<file path="src/rtl/j_ffs32.sv">
// ---------------------------------------------------------------------------
// j_ffs32 -- iterative 32-bit find-first-set / leading-one encoder.
//
// Scans the latched operand one 4-bit group per clock (a[3:0] .. a[31:28]),
// the same eight groups the 32-input zero detector works on, and reports the
// bit index of the first set bit in scan order, or flags an all-zero operand.
//
// Parameters:
//   MSB_FIRST  0: scan group 0 upward, report lowest set bit (find-first-set)
//              1: scan group 7 downward, report highest set bit (leading one)
//
// Ports:
//   sys_clk  in   system clock, all state on rising edge
//   resetl   in   asynchronous active-low reset
//   start    in   request; d is sampled when accepted (IDLE or DONE)
//   d        in   32-bit operand
//   busy     out  scan in progress
//   done     out  one-cycle result-valid pulse
//   zero     out  operand was all zeros (held until the next result)
//   idx      out  bit index of the found bit (held until the next result)
//
// Optional feature (macro J_FFS32_EARLY_ZERO_EN):
//   When defined, a full 32-input zero detect on d is evaluated at the
//   accepting edge; a zero operand goes straight to DONE (latency 1) without
//   ever raising busy. When undefined, a zero operand takes all 8 scan cycles.
// ---------------------------------------------------------------------------
module j_ffs32 #(
  parameter int unsigned MSB_FIRST = 0
) (
  input  logic        sys_clk,
  input  logic        resetl,
  input  logic        start,
  input  logic [31:0] d,
  output logic        busy,
  output logic        done,
  output logic        zero,
  output logic [4:0]  idx
);

  localparam bit LpMsbFirst = (MSB_FIRST != 0);

  // First and last group in scan order.
  localparam logic [2:0] LpGrpFirst = LpMsbFirst ? 3'd7 : 3'd0;
  localparam logic [2:0] LpGrpLast  = LpMsbFirst ? 3'd0 : 3'd7;

  typedef enum logic [1:0] {
    StIdle = 2'd0,
    StScan = 2'd1,
    StDone = 2'd2
  } state_e;

  // -------------------------------------------------------------------------
  // State
  // -------------------------------------------------------------------------
  state_e      r_state;
  logic [31:0] r_data;
  logic [2:0]  r_grp;
  logic [4:0]  r_idx;
  logic        r_zero;

  state_e      w_state_d;
  logic [31:0] w_data_d;
  logic [2:0]  w_grp_d;
  logic [4:0]  w_idx_d;
  logic        w_zero_d;

  // -------------------------------------------------------------------------
  // Group select and in-group position
  // -------------------------------------------------------------------------
  logic [3:0] w_nib;
  logic       w_nib_nz;
  logic       w_grp_last;
  logic [1:0] w_pos;
  logic       w_start_ok;
  logic       w_d_zero;

  // Lowest set bit of a nibble; caller guarantees the nibble is nonzero.
  function automatic logic [1:0] f_pos_lo(input logic [3:0] n);
    logic [1:0] p;
    if (n[0])      p = 2'd0;
    else if (n[1]) p = 2'd1;
    else if (n[2]) p = 2'd2;
    else           p = 2'd3;
    return p;
  endfunction

  // Highest set bit of a nibble; caller guarantees the nibble is nonzero.
  function automatic logic [1:0] f_pos_hi(input logic [3:0] n);
    logic [1:0] p;
    if (n[3])      p = 2'd3;
    else if (n[2]) p = 2'd2;
    else if (n[1]) p = 2'd1;
    else           p = 2'd0;
    return p;
  endfunction

  assign w_nib      = r_data[{r_grp, 2'b00} +: 4];
  assign w_nib_nz   = |w_nib;
  assign w_grp_last = (r_grp == LpGrpLast);
  assign w_pos      = LpMsbFirst ? f_pos_hi(w_nib) : f_pos_lo(w_nib);

  // A new request is only taken when no scan is in flight.
  assign w_start_ok = start && (r_state != StScan);

`ifdef J_FFS32_EARLY_ZERO_EN
  assign w_d_zero = ~|d;
`else
  assign w_d_zero = 1'b0;
`endif

  // -------------------------------------------------------------------------
  // Next-state logic
  // -------------------------------------------------------------------------
  always_comb begin
    w_state_d = r_state;
    w_data_d  = r_data;
    w_grp_d   = r_grp;
    w_idx_d   = r_idx;
    w_zero_d  = r_zero;

    unique case (r_state)
      StIdle, StDone: begin
        if (w_start_ok) begin
          w_data_d = d;
          w_grp_d  = LpGrpFirst;
          if (w_d_zero) begin
            // Early-zero shortcut: result is known at the accepting edge.
            w_state_d = StDone;
            w_zero_d  = 1'b1;
            w_idx_d   = 5'd0;
          end else begin
            w_state_d = StScan;
          end
        end else if (r_state == StDone) begin
          w_state_d = StIdle;
        end
      end

      StScan: begin
        if (w_nib_nz) begin
          w_idx_d   = {r_grp, w_pos};
          w_zero_d  = 1'b0;
          w_state_d = StDone;
        end else if (w_grp_last) begin
          w_idx_d   = 5'd0;
          w_zero_d  = 1'b1;
          w_state_d = StDone;
        end else begin
          w_grp_d = LpMsbFirst ? (r_grp - 3'd1) : (r_grp + 3'd1);
        end
      end

      default: begin
        w_state_d = StIdle;
      end
    endcase
  end

  // -------------------------------------------------------------------------
  // Registers
  // -------------------------------------------------------------------------
  always_ff @(posedge sys_clk or negedge resetl) begin
    if (!resetl) begin
      r_state <= StIdle;
      r_data  <= 32'd0;
      r_grp   <= 3'd0;
      r_idx   <= 5'd0;
      r_zero  <= 1'b0;
    end else begin
      r_state <= w_state_d;
      r_data  <= w_data_d;
      r_grp   <= w_grp_d;
      r_idx   <= w_idx_d;
      r_zero  <= w_zero_d;
    end
  end

  // -------------------------------------------------------------------------
  // Outputs: busy and done decode straight from the state, so they can never
  // be high together and both drop the moment reset asserts.
  // -------------------------------------------------------------------------
  assign busy = (r_state == StScan);
  assign done = (r_state == StDone);
  assign zero = r_zero;
  assign idx  = r_idx;

endmodule
</file>
<file path="config.mk">
export PLATFORM = sky130hd
export DESIGN_NAME = j_ffs32
export DESIGN_NICKNAME = d
export VERILOG_FILES = /design/src/rtl/j_ffs32.sv
export SDC_FILE = /design/constraint.sdc
export NUM_CORES = 1
export LEC_CHECK = 0
export ABC_AREA = 1
export ABC_CLOCK_PERIOD_IN_PS = 1600
export CORE_MARGIN = 2
export CORE_UTILIZATION = 50
export DETAILED_ROUTE_END_ITERATION = 16
export GPL_TIMING_DRIVEN = 0
export PLACE_DENSITY_LB_ADDON = 0.05
export SLEW_MARGIN = 10
export SYNTH_ARGS = -nofsm -noshare
export SYNTH_HDL_FRONTEND = slang
export SYNTH_SLANG_ARGS = --single-unit
</file>
<file path="constraint.sdc">
create_clock -name sys_clk -period 1.6 [get_ports sys_clk]
set_input_delay 0.48 -clock sys_clk [delete_from_list [all_inputs] [get_ports sys_clk]]
set_output_delay 0.48 -clock sys_clk [all_outputs]
set_load 0.01 [all_outputs]
</file>
Word level (Yosys, flattened, before mapping)

Index checks and enable logic that the tools add are counted.

$add $sub $neg: 1
Equality and inequality tests: 9
Shifts and indexed selects: 1
Muxes and demuxes: 16
Reductions and logical operators: 10

Operators with widths:

| operator                                                                | number |
|---|---|
| 32-bit by 6-bit indexed part select with 4-bit output                   | 1 |
| 2-bit 2-to-1 mux                                                        | 6 |
| 5-bit 2-to-1 mux                                                        | 2 |
| 3-bit 2-to-1 mux                                                        | 3 |
| 2-bit inequality test, second input constant                            | 3 |
| 3-bit one-hot mux with 2 select lines                                   | 1 |
| 2-bit AND reduction                                                     | 3 |
| 2-bit one-hot mux with 2 select lines                                   | 1 |
| 4-bit AND reduction                                                     | 1 |
| 2-bit nonzero test                                                      | 2 |
| 4-bit OR reduction                                                      | 1 |
| 3-bit by 1-bit adder with 3-bit output, second input constant           | 1 |
| 3-bit equality test, second input constant                              | 1 |
| 1-bit 2-to-1 mux                                                        | 3 |
| 3-bit by 1-bit inequality test with 1-bit output, second input constant | 1 |
| 3-bit inequality test, second input constant                            | 1 |
| 2-bit by 1-bit equality test with 1-bit output, second input constant   | 1 |
| 2-bit equality test, second input constant                              | 1 |
| 2-bit logical NOT                                                       | 1 |
| 2-bit by 1-bit inequality test with 1-bit output, second input constant | 1 |
| 2-bit OR reduction                                                      | 1 |
| 1-bit logical AND                                                       | 1 |

Register bits after elaboration: 43
Bits of input ports: 35
Output and inout bits: 8
Logic and storage cells: 42

Longest topological paths before layout

Depth in word-level cells: 5
Mapped depth: 13
Depth with buffers taken out: 12

Worst setup path after synthesis

OpenSTA, ideal clock, no wires.

Path kind: register -> register
Start: reg r_grp[0]
End: reg r_idx[3] (netlist: idx[3])
Setup time: 0.117 ns
Arrival time: 1.335 ns
Required time: 1.483 ns
Path slack: 0.147 ns
Stages on the path, launching flop included: 14
Buffers on the path: 1
Clock period less this slack: 1.453 ns
Cells stage by stage: dfrtp_1 > inv_2 > buf_6 > nand2_1 > nand3_1 > nand2_2 > nand2_1 > nand2_2 > nor2_4 > nand2_2 > nand2_4 > inv_2 > nand2_1 > nand2_1

Word-level cells in the longest chain between the ends: 4
Elaborated cells on any way between the ends: 6
Classes of those cells: eq/ne: 1; shift: 1; mux: 1; reduce/logical: 3

Ends and longest elaborated chain:

| element                                               | line | text |
|---|---|---|
| start: declaration                                    | 57   | `logic [2:0] r_grp;` |
| start signal: assignment                              | 172  | `r_grp <= w_grp_d;` |
| 32-bit by 6-bit indexed part select with 4-bit output | 97   | `assign w_nib = r_data[{r_grp, 2'b00} +: 4];` |
| 4-bit OR reduction                                    | 98   | `assign w_nib_nz = \|w_nib;` |
| 2-bit nonzero test (no source line)                   | --   |  |
| 2-bit AND reduction (no source line)                  | --   |  |
| end signal: assignment                                | 173  | `r_idx <= w_idx_d;` |
| end: declaration                                      | 58   | `logic [4:0] r_idx;` |

Several ways; a longest one is shown, not always the timed one.
A chain may end at the register's enable or synchronous reset.

Worst setup path after layout

Start: reg r_grp[0]
End: reg r_grp[0]

Word-level cells in the longest chain between the ends: 4
Elaborated cells on any way between the ends: 10
Classes of those cells: add/sub: 1; eq/ne: 3; shift: 1; mux: 3; reduce/logical: 2

Ends and longest elaborated chain:

| element                                                                                                         | line |
|---|---|
| 32-bit by 6-bit indexed part select with 4-bit output or 3-bit by 1-bit adder with 3-bit output (tied branches) | 97, 149 |
| 4-bit OR reduction or 3-bit 2-to-1 mux (tied branches)                                                          | 98, 144 |
| 2-bit inequality test (no source line) or 3-bit 2-to-1 mux (tied branches)                                      | -- |
| 4-bit AND reduction (no source line) or 3-bit one-hot mux with 2 select lines (tied branches)                   | -- |

Several ways; a longest one is shown, not always the timed one. The select of a mux whose other input is x is not followed.

==> run metrics <==
average size of a mapped cell 8.02 um^2; Initial Utilization 53.2%; Clock Tree Root clkbuf_8; Num CTS Buffers 5; Slew headroom 67.5%; YS warnings 0; Final Hold Fails 0; DRT Pass-1 Iters 4; Max rail drop VDD 0.771 mV; DRT Wirelength 5060 um; critical path's slowest cell dfrtp_2; final setup fails 9; antenna violations before repair 0; Rows 23; antenna fix cells 0; Max stage delay on crit path 0.48 ns; WP data arrival 1.87 ns; Worst-Skew Late Latency 0.30 ns; vias per cell 5.06; Worst EP required 1.79 ns; ys async rst share 100%; CP Buf/Inv Count 2; fin crit share 105%; dpl hpwl 3520 um; min cycle time layout 1.68 ns; Routability Congestion 0.814; CTS tree built; chip height 69.9 um; failing checks negative setup slack; Worst-Margin Slew 0.488 ns; critical path class reg -> reg; Max Slew Vio Count 0; Die Area 4890 um^2; Syn Inst Count 271; Pleak 1.46 nW; DRT iter0 DRCs 114; Total GRT Usage 22.2%; most frequent cell after synthesis nand2_1; top_reg_cell synth dfrtp_1; gr ovfl total 0; register area share after synthesis 49.5%; RSZ-0062 raised after global routing yes; worst setup margin -0.0800 ns; leading area contributor after synthesis dfrtp_1; Synth top cells by count nand2_1 (54), dfrtp_1 (43), nor2_1 (41); Hold Crit Class in -> async; register bit total from synthesis 43; Final #Nets 364; Clock Skew 0.00491 ns; Clock transition at path regs 0.08 ns; core area 4090 um^2; layout cells sized above 1 19.5%; CTS Sinks 43; PwrDens 1260 nW/um^2; vias after detailed routing 1914; WL/cell 13.4 um; Port Buf Inserts 42; RR Startpoint r_grp[0]; global-route wire length before repair 8580 um; top cells by area, synth dfrtp_1 (50%), nand2_1 (9.3%), nor2_1 (7.1%), nand3_1 (6.4%), inv_1 (6.0%); htree depth 2; hold slack 0.127 ns; antenna-violating nets left 0; Synth top area share 49.5%; synthesized cell area 2170 um^2; Final Util 70.3%; Area Overhead vs Synth 32.2%; f_max 595 MHz; crit-path cells buf_6 -> buf_4 -> nand2_1 -> nand3_1 -> nand3_2 -> nand2_4 -> nand2_4 -> nor2_4 -> nand3_2 -> nand3_1 -> nand2_1; Ports 43; startpoint types register; DRC violations left 0; net count after synthesis 308; Die Wd 69.9 um; Max FO, Critical Path 7; delay-heaviest family, CP simple AND/OR/NAND/NOR gates; MaxCap Viol Count 0; vias in the first global route 1866; Setup crit end kind register; Post-CTS Hold Fix Bufs 0; Post-synth EDFFs 0; status finished with violations; CP startpoint r_grp[0]; largest net degree at the start of global routing 25; Max Buffers Root-to-Sink 2; Synth cell types 26
==> stage by stage <==
step | total power (W) | instances | setup slack, ns | setup TNS (ns) | area (um^2)
3_3_place_gp | 0.00270 | 363 | -1.08 | -59.66 | 2660
3_5_place_dp | 0.00274 | 364 | -0.722 | -15.96 | 2680
5_1_grt | 0.00386 | 378 | -0.165 | -1.44 | 2870
2_1_floorplan | 0.00229 | 271 | 0.147 | 0 | 2170
4_1_cts | 0.00351 | 375 | -0.0111 | -0.0185 | 2820
6_report | 0.00363 | 378 | -0.0800 | -0.472 | 2870
==> sequential cells by signal, summed over array words and instances, names as in the netlist <==
register,count
r_data,32
idx,5
r_grp,3
r_state,2
zero,1
==> per-layer routing <==
metal	up-vias	track usage, %	share of wire (%)
met3	6	5.34	6.1
met5	-	0	0
met4	0	7.48	1.2
li1	959	-	-
met1	885	30.1	45
met2	64	35.0	48
==> layout make-up <==
type	count	area, um^2
fill	352	1210
sequential	43	1080
multi-input combinational	178	931
timing repair buffer	49	472
inverter	39	151
clock buffer	8	100
buffer	11	78.8
tap	50	62.6
==> worst register-to-register path: stages, from the launching register on <==
cell and delay [ns]:
dfrtp_2 0.48, buf_6 0.16, buf_4 0.11, nand2_1 0.04, nand3_1 0.11, nand3_2 0.11, nand2_4 0.11, nand2_4 0.06
nor2_4 0.10, nand3_2 0.12, nand3_1 0.10, nand2_1 0.08
==> power breakdown <==
group	internal, W	total, W	switching (W)	leakage [nW]
registers	0.00129	0.00141	0.000117	0.501
logic	0.000609	0.00145	0.000840	0.903
clock network	0.000394	0.000767	0.000373	0.0515
total	0.00230	0.00363	0.00133	1.46
==> cells in the final DEF, fill, tap and decap left out, drive strengths merged <==
cell,count
a21boi,1
o21ai,3
nand3,31
nor2,44
mux2,6
dfrtp,43
inv,39
o21a,1
o21bai,1
ha,2
clkbuf,14
a21oi,26
dlygate4sd2,6
buf,15
nand2,62
clkdlybuf4s50,33
o211ai,1
==> what timing repair did <==
action / in CTS / in global routing
cloned: 1 / 1
gates resized for setup: 20 / 18
pin swaps: 1 / 10
buffers inserted: 2 / 2
endpoints found under the setup margin: 40 / 22
==> worst paths after layout <==
| path | endpoint | slack, ns | cells past startpoint |
|---|---|---|---|
| setup / recovery | r_grp[0] | -0.08 | 11 |
| hold / removal | r_data[8] | 0.13 | 1 |
| setup reg to reg | r_grp[0] | -0.08 | 11 |
| hold reg to reg | zero | 0.49 | 1 |
| max in group asynchronous | r_grp[0] | 0.98 | 2 |
| min in group sys_clk | zero | 0.49 | 1 |
==> logic make-up (layout without fill, tap and decap cells) <==
kind of cell,after synthesis,in the layout,share of synthesized area (%)
AND/OR/NAND/NOR,137,137,28.1
buffers and inverters,50,107,9.73
flip-flops,43,43,49.5
AO/OA/AOI/OAI,33,33,8.41
multiplexers,6,6,3.11
adder cells (fa/ha/maj),2,2,1.15
Power figures use the tool's default switching activity.
